===== src/rtl/id_ex_stage.sv =====
// ID/EX pipeline register with load-use hazard detection, bubble insertion and
// a saturating count of hazard bubbles.
module id_ex_stage (
   input  logic        clk,
   input  logic        rst_n,
   input  logic        Id_valid,
   input  logic [31:0] Id_pc,
   input  logic [31:0] Imm_ext,
   input  logic [31:0] Rs1_data,
   input  logic [31:0] Rs2_data,
   input  logic [4:0]  Rs1_addr,
   input  logic [4:0]  Rs2_addr,
   input  logic [4:0]  Rd_addr,
   input  logic        Uses_rs1,
   input  logic        Uses_rs2,
   input  logic [3:0]  Alu_op,
   input  logic        Alu_src,
   input  logic        Mem_read,
   input  logic        Mem_write,
   input  logic        Reg_write,
   input  logic        Flush,
   input  logic        Stall_ex,
   output logic        Ex_valid,
   output logic [31:0] Ex_pc,
   output logic [31:0] Ex_imm,
   output logic [31:0] Ex_rs1_data,
   output logic [31:0] Ex_rs2_data,
   output logic [4:0]  Ex_rs1_addr,
   output logic [4:0]  Ex_rs2_addr,
   output logic [4:0]  Ex_rd_addr,
   output logic [3:0]  Ex_alu_op,
   output logic        Ex_alu_src,
   output logic        Ex_mem_read,
   output logic        Ex_mem_write,
   output logic        Ex_reg_write,
   output logic        Stall_id,
   output logic [15:0] Bubble_count
);

   typedef struct packed {
      logic        valid;
      logic [31:0] pc;
      logic [31:0] imm;
      logic [31:0] rs1_data;
      logic [31:0] rs2_data;
      logic [4:0]  rs1_addr;
      logic [4:0]  rs2_addr;
      logic [4:0]  rd_addr;
      logic [3:0]  alu_op;
      logic        alu_src;
      logic        mem_read;
      logic        mem_write;
      logic        reg_write;
   } ex_t;

   ex_t         ex_q, ex_d;
   logic [15:0] bubble_q, bubble_d;
   logic        hz;

   // A bubble in EX (valid=0) can never be the producer of a hazard.
   assign hz = ex_q.valid && ex_q.mem_read && Id_valid && (ex_q.rd_addr != 5'd0) &&
               ((Uses_rs1 && (Rs1_addr == ex_q.rd_addr)) ||
                (Uses_rs2 && (Rs2_addr == ex_q.rd_addr)));

   // Gated by rst_n so an external Stall_ex cannot raise a stall during reset.
   assign Stall_id = rst_n && (hz || Stall_ex) && !Flush;

   always_comb begin
      ex_d     = ex_q;
      bubble_d = bubble_q;
      if (Flush || (!Stall_ex && hz)) begin
         ex_d.valid     = 1'b0;
         ex_d.mem_read  = 1'b0;
         ex_d.mem_write = 1'b0;
         ex_d.reg_write = 1'b0;
         if (!Flush && bubble_q != 16'hFFFF)
            bubble_d = bubble_q + 16'd1;
      end else if (!Stall_ex) begin
         ex_d.valid     = Id_valid;
         ex_d.pc        = Id_pc;
         ex_d.imm       = Imm_ext;
         ex_d.rs1_data  = Rs1_data;
         ex_d.rs2_data  = Rs2_data;
         ex_d.rs1_addr  = Rs1_addr;
         ex_d.rs2_addr  = Rs2_addr;
         ex_d.rd_addr   = Rd_addr;
         ex_d.alu_op    = Alu_op;
         ex_d.alu_src   = Alu_src;
         ex_d.mem_read  = Mem_read  && Id_valid;
         ex_d.mem_write = Mem_write && Id_valid;
         ex_d.reg_write = Reg_write && Id_valid;
      end
   end

   always_ff @(posedge clk or negedge rst_n) begin
      if (!rst_n) begin
         ex_q     <= '0;
         bubble_q <= '0;
      end else begin
         ex_q     <= ex_d;
         bubble_q <= bubble_d;
      end
   end

   assign Ex_valid     = ex_q.valid;
   assign Ex_pc        = ex_q.pc;
   assign Ex_imm       = ex_q.imm;
   assign Ex_rs1_data  = ex_q.rs1_data;
   assign Ex_rs2_data  = ex_q.rs2_data;
   assign Ex_rs1_addr  = ex_q.rs1_addr;
   assign Ex_rs2_addr  = ex_q.rs2_addr;
   assign Ex_rd_addr   = ex_q.rd_addr;
   assign Ex_alu_op    = ex_q.alu_op;
   assign Ex_alu_src   = ex_q.alu_src;
   assign Ex_mem_read  = ex_q.mem_read;
   assign Ex_mem_write = ex_q.mem_write;
   assign Ex_reg_write = ex_q.reg_write;
   assign Bubble_count = bubble_q;

endmodule


===== config.mk =====
export PLATFORM = sky130hd
export DESIGN_NAME = id_ex_stage
export DESIGN_NICKNAME = d
export VERILOG_FILES = /design/src/rtl/id_ex_stage.sv
export SDC_FILE = /design/constraint.sdc
export NUM_CORES = 1
export LEC_CHECK = 0
export BUFFER_PORTS_ARGS = -buffer_cell sky130_fd_sc_hd__buf_4
export CAP_MARGIN = 20
export CORE_ASPECT_RATIO = 0.7
export CORE_MARGIN = 2
export CORE_UTILIZATION = 51
export DETAILED_ROUTE_END_ITERATION = 8
export HOLD_SLACK_MARGIN = 0.15
export PLACE_DENSITY = 0.87
export SLEW_MARGIN = 20
export SYNTH_ARGS = -nofsm -noshare
export SYNTH_HDL_FRONTEND = slang
export SYNTH_SLANG_ARGS = --single-unit

===== constraint.sdc =====
create_clock -name clk -period 7.18 [get_ports clk]
set_clock_uncertainty 0.15 [all_clocks]
set_input_delay 1.436 -clock clk [delete_from_list [all_inputs] [get_ports clk]]
set_output_delay 1.436 -clock clk [all_outputs]
set_load 0.005 [all_outputs]

==> out/qor.csv <==
stage,metric,value,unit
run_status,outcome,finished clean,
die,FP Rows,35,
grt,grt ovf,0,
detailed_routing,DR vias,4926,
clock_tree,Post-CTS Setup Repair Bufs,0,
cells_and_area,Finished Cell Area,10190,um^2
sta,Fin Setup TNS,0,ps
sta,Hold WS,349.1,ps
cells_and_area,Layout area overhead,44.03,%
worst_setup_path,Worst Reg-to-Reg Cells,6,
clock_tree,TritonCTS Buffers,17,
yosys,#FFs+latches synth,168,
yosys,Yosys warnings,0,
detailed_routing,antenna-violating nets left,0,
pwr,Design Power,2.587,mW
sta,Slew headroom,34.82,%
detailed_routing,Detailed Routing Iterations Pass 1,7,
pwr,Static Leak,5.099,nW
detailed_routing,DR vias/cell,5.142,
hold_path,worst hold start,Bubble_count[13],
grt,GRT Total Usage,25.80,%
yosys,Area contributors post-synth,"dfrtp_1 (59%), mux2_4 (21%), mux2_2 (8.0%), xor2_1 (2.5%), buf_6 (2.2%)",
clock_tree,CTS H-tree lvls,4,
place,Post-DP Area,9624,um^2
clock_tree,"Clk pin slew, worst setup/hold paths",70,ps
yosys,post-synth top area share,59.42,%
die,starting density of the core,52.97,%
worst_setup_path,Worst R2R Start,Ex_rd_addr[2],
cells_and_area,share of layout cells above drive strength 1,66.49,%
grt,initial antenna violation count,0,
grt,first-pass GRT wire length,28550,um
yosys,Synth area leader,dfrtp_1,
sta,Final Cycle Share,66.39,%
die,Die X-Extent,144.8,um
place,I/O Buffers,326,
detailed_routing,drt drc,0,
sta,RSZ-0062 raised after global routing,no,
yosys,"Seq/Total Area, Yosys",59.42,%
pwr,VDD IR max,0.1722,mV
place,Placed Cells,926,
clock_tree,clk sinks,168,
yosys,syn_area_per_cell,16.42,um^2
sta,setup violators final,0,
sta,Worst Tran Pin Value,977.7,ps
cells_and_area,n_diodes,0,
die,DIE AREA,14850,um^2
yosys,post-synthesis cell type count,33,
detailed_routing,DR WL/cell,20.53,um
sta,endpoints failing hold,0,
yosys,Synth Cell Area,7076,um^2
yosys,Post-Synthesis Cells,431,
clock_tree,Post-CTS Resized,0,
worst_setup_path,crit-path max FO,19,
worst_setup_path,"Req. time, crit path",5590,ps
clock_tree,Root Driver,clkbuf_16,
place,GPL Wtd Cong,0.7980,
hold_path,Worst Hold Path Cells,1,
clock_tree,"Hold-fix buffers, CTS",0,
sta,fmax,209.8,MHz
hold_path,Hold WC Path Type,reg -> reg,
die,I/O pins,327,
worst_setup_path,kind of end point of the critical path,output pin,
place,DP Wirelength,14720,um
detailed_routing,1st-iter DRT viols,205,
pwr,Pwr per Cell Area,253.8,nW/um^2
sta,fin. max-slew vios,0,
grt,vias in the first global route,5299,
worst_setup_path,RR Endpoint,Ex_imm[9],
die,chip height,102.5,um
cells_and_area,Final Non-Filler Cells,958,
yosys,syn nets,590,
clock_tree,CTS tree,yes,
sta,Final min period,4767,ps
flow_run,Max-Cap Viols,0,
hold_path,Hold Path Sink,Bubble_count[13],
die,core area,13360,um^2
clock_tree,Max Buffers Root-to-Sink,2,
worst_setup_path,critical path arrival,3180,ps
worst_setup_path,Setup CP Type,in -> out,
detailed_routing,Post-Route WL,19670,um
grt,largest net degree at the start of global routing,92,
cells_and_area,Nets,919,
worst_setup_path,r2r setup slk,3470,ps
clock_tree,clk_lat worst skew,410,ps
worst_setup_path,Setup crit start kind,input port,
synth_stat cells (all sizes together):
| cell type | number |
|---|---|
| o21a | 1 |
| or3 | 1 |
| dfrtp | 168 |
| nand2b | 2 |
| and2 | 2 |
| nand4 | 5 |
| or4 | 1 |
| clkbuf | 2 |
| nand2 | 8 |
| o21ai | 4 |
| nand3 | 8 |
| o211a | 1 |
| a32oi | 1 |
| buf | 18 |
| and3 | 5 |
| ha | 1 |
| xor2 | 20 |
| nor3 | 2 |
| nor4b | 4 |
| a21oi | 2 |
| xnor2 | 4 |
| nor2b | 1 |
| o22ai | 1 |
| nor2 | 6 |
| nor4 | 10 |
| inv | 2 |
| mux2 | 150 |
| and4 | 1 |
metrics by stage:
stage	utilization [%]	setup WS (ps)
CTS	76.30	2438
detailed placement	72.06	2432
finish	76.30	2413
global route	76.30	2317
floorplan	-	2953
global placement	72.06	2443
registers in the layout, indices dropped and copies added (netlist names), 5 cells and up:
name and count:
Ex_rd_addr 5, Ex_imm 32, Ex_rs1_data 32, Ex_rs2_addr 5
Ex_pc 32, Ex_rs2_data 32, Ex_rs1_addr 5, Bubble_count 16
critical path, stage by stage:
cell	delay, ps
buf_4	120
xor2_1	200
nor4_2	100
a32oi_2	730
nor2_1	190
o211a_1	260
buf_4	130
where the power goes:
part	internal, mW	leakage (nW)	switching [mW]
clock	0.487	0.267	0.401
combinational	0.359	2.82	0.178
sequential	1.07	2.01	0.0904
per-layer routing:
layer | track usage [%] | up-vias | wire, um
met5 | 0 | - | 0
met4 | 11.50 | 0 | 617
met1 | 29.13 | 2441 | 7256
met2 | 46.04 | 250 | 10310
li1 | - | 2193 | -
met3 | 7.431 | 42 | 1488
layout make-up:
class / instances / area (um^2)
repair buffers: 330 / 2494
multi-input cells: 241 / 2688
flip-flops and latches: 168 / 4204
clock inverters: 14 / 137.6
clock buffers: 18 / 429.2
well taps: 185 / 231.5
inverters: 2 / 7.507
fillers: 827 / 3166
how the worst max path moves through the flow:
| stage | slack (ps) | startpoint | cells after the start | to |
|---|---|---|---|---|
| after floorplan | 2950 | Rs1_addr[2] | 6 | Stall_id |
| after global placement | 2440 | Rs1_addr[2] | 7 | Stall_id |
| after detailed placement | 2430 | Rs1_addr[2] | 7 | Stall_id |
| after CTS | 2440 | Rs1_addr[2] | 7 | Stall_id |
| after global routing | 2320 | Rs1_addr[2] | 7 | Stall_id |
| final | 2410 | Rs1_addr[2] | 7 | Stall_id |
cell families after synthesis:
logic type	Yosys count	synth area share, %
mux	150	29.18
xor+xnor	24	2.971
compound gates	10	0.9903
fa+ha+maj	1	0.1768
simple gates	56	4.562
flops	168	59.42
buf+inv	22	2.706
placed cells by master (no fill, tap or decap), types with 3 or more instances in the layout:
cell type and count:
buf_4 328, dfrtp_1 168, mux2_4 100, mux2_2 50, xor2_1 20, clkbuf_16 17
nor4_1 9, nand2_1 8, nand3_1 8, nor2_1 6, inv_6 6, and3_1 5
nand4_1 5, xnor2_1 4, nor4b_1 4, clkinvlp_4 4, o21ai_0 3
Power figures use the tool's default switching activity.
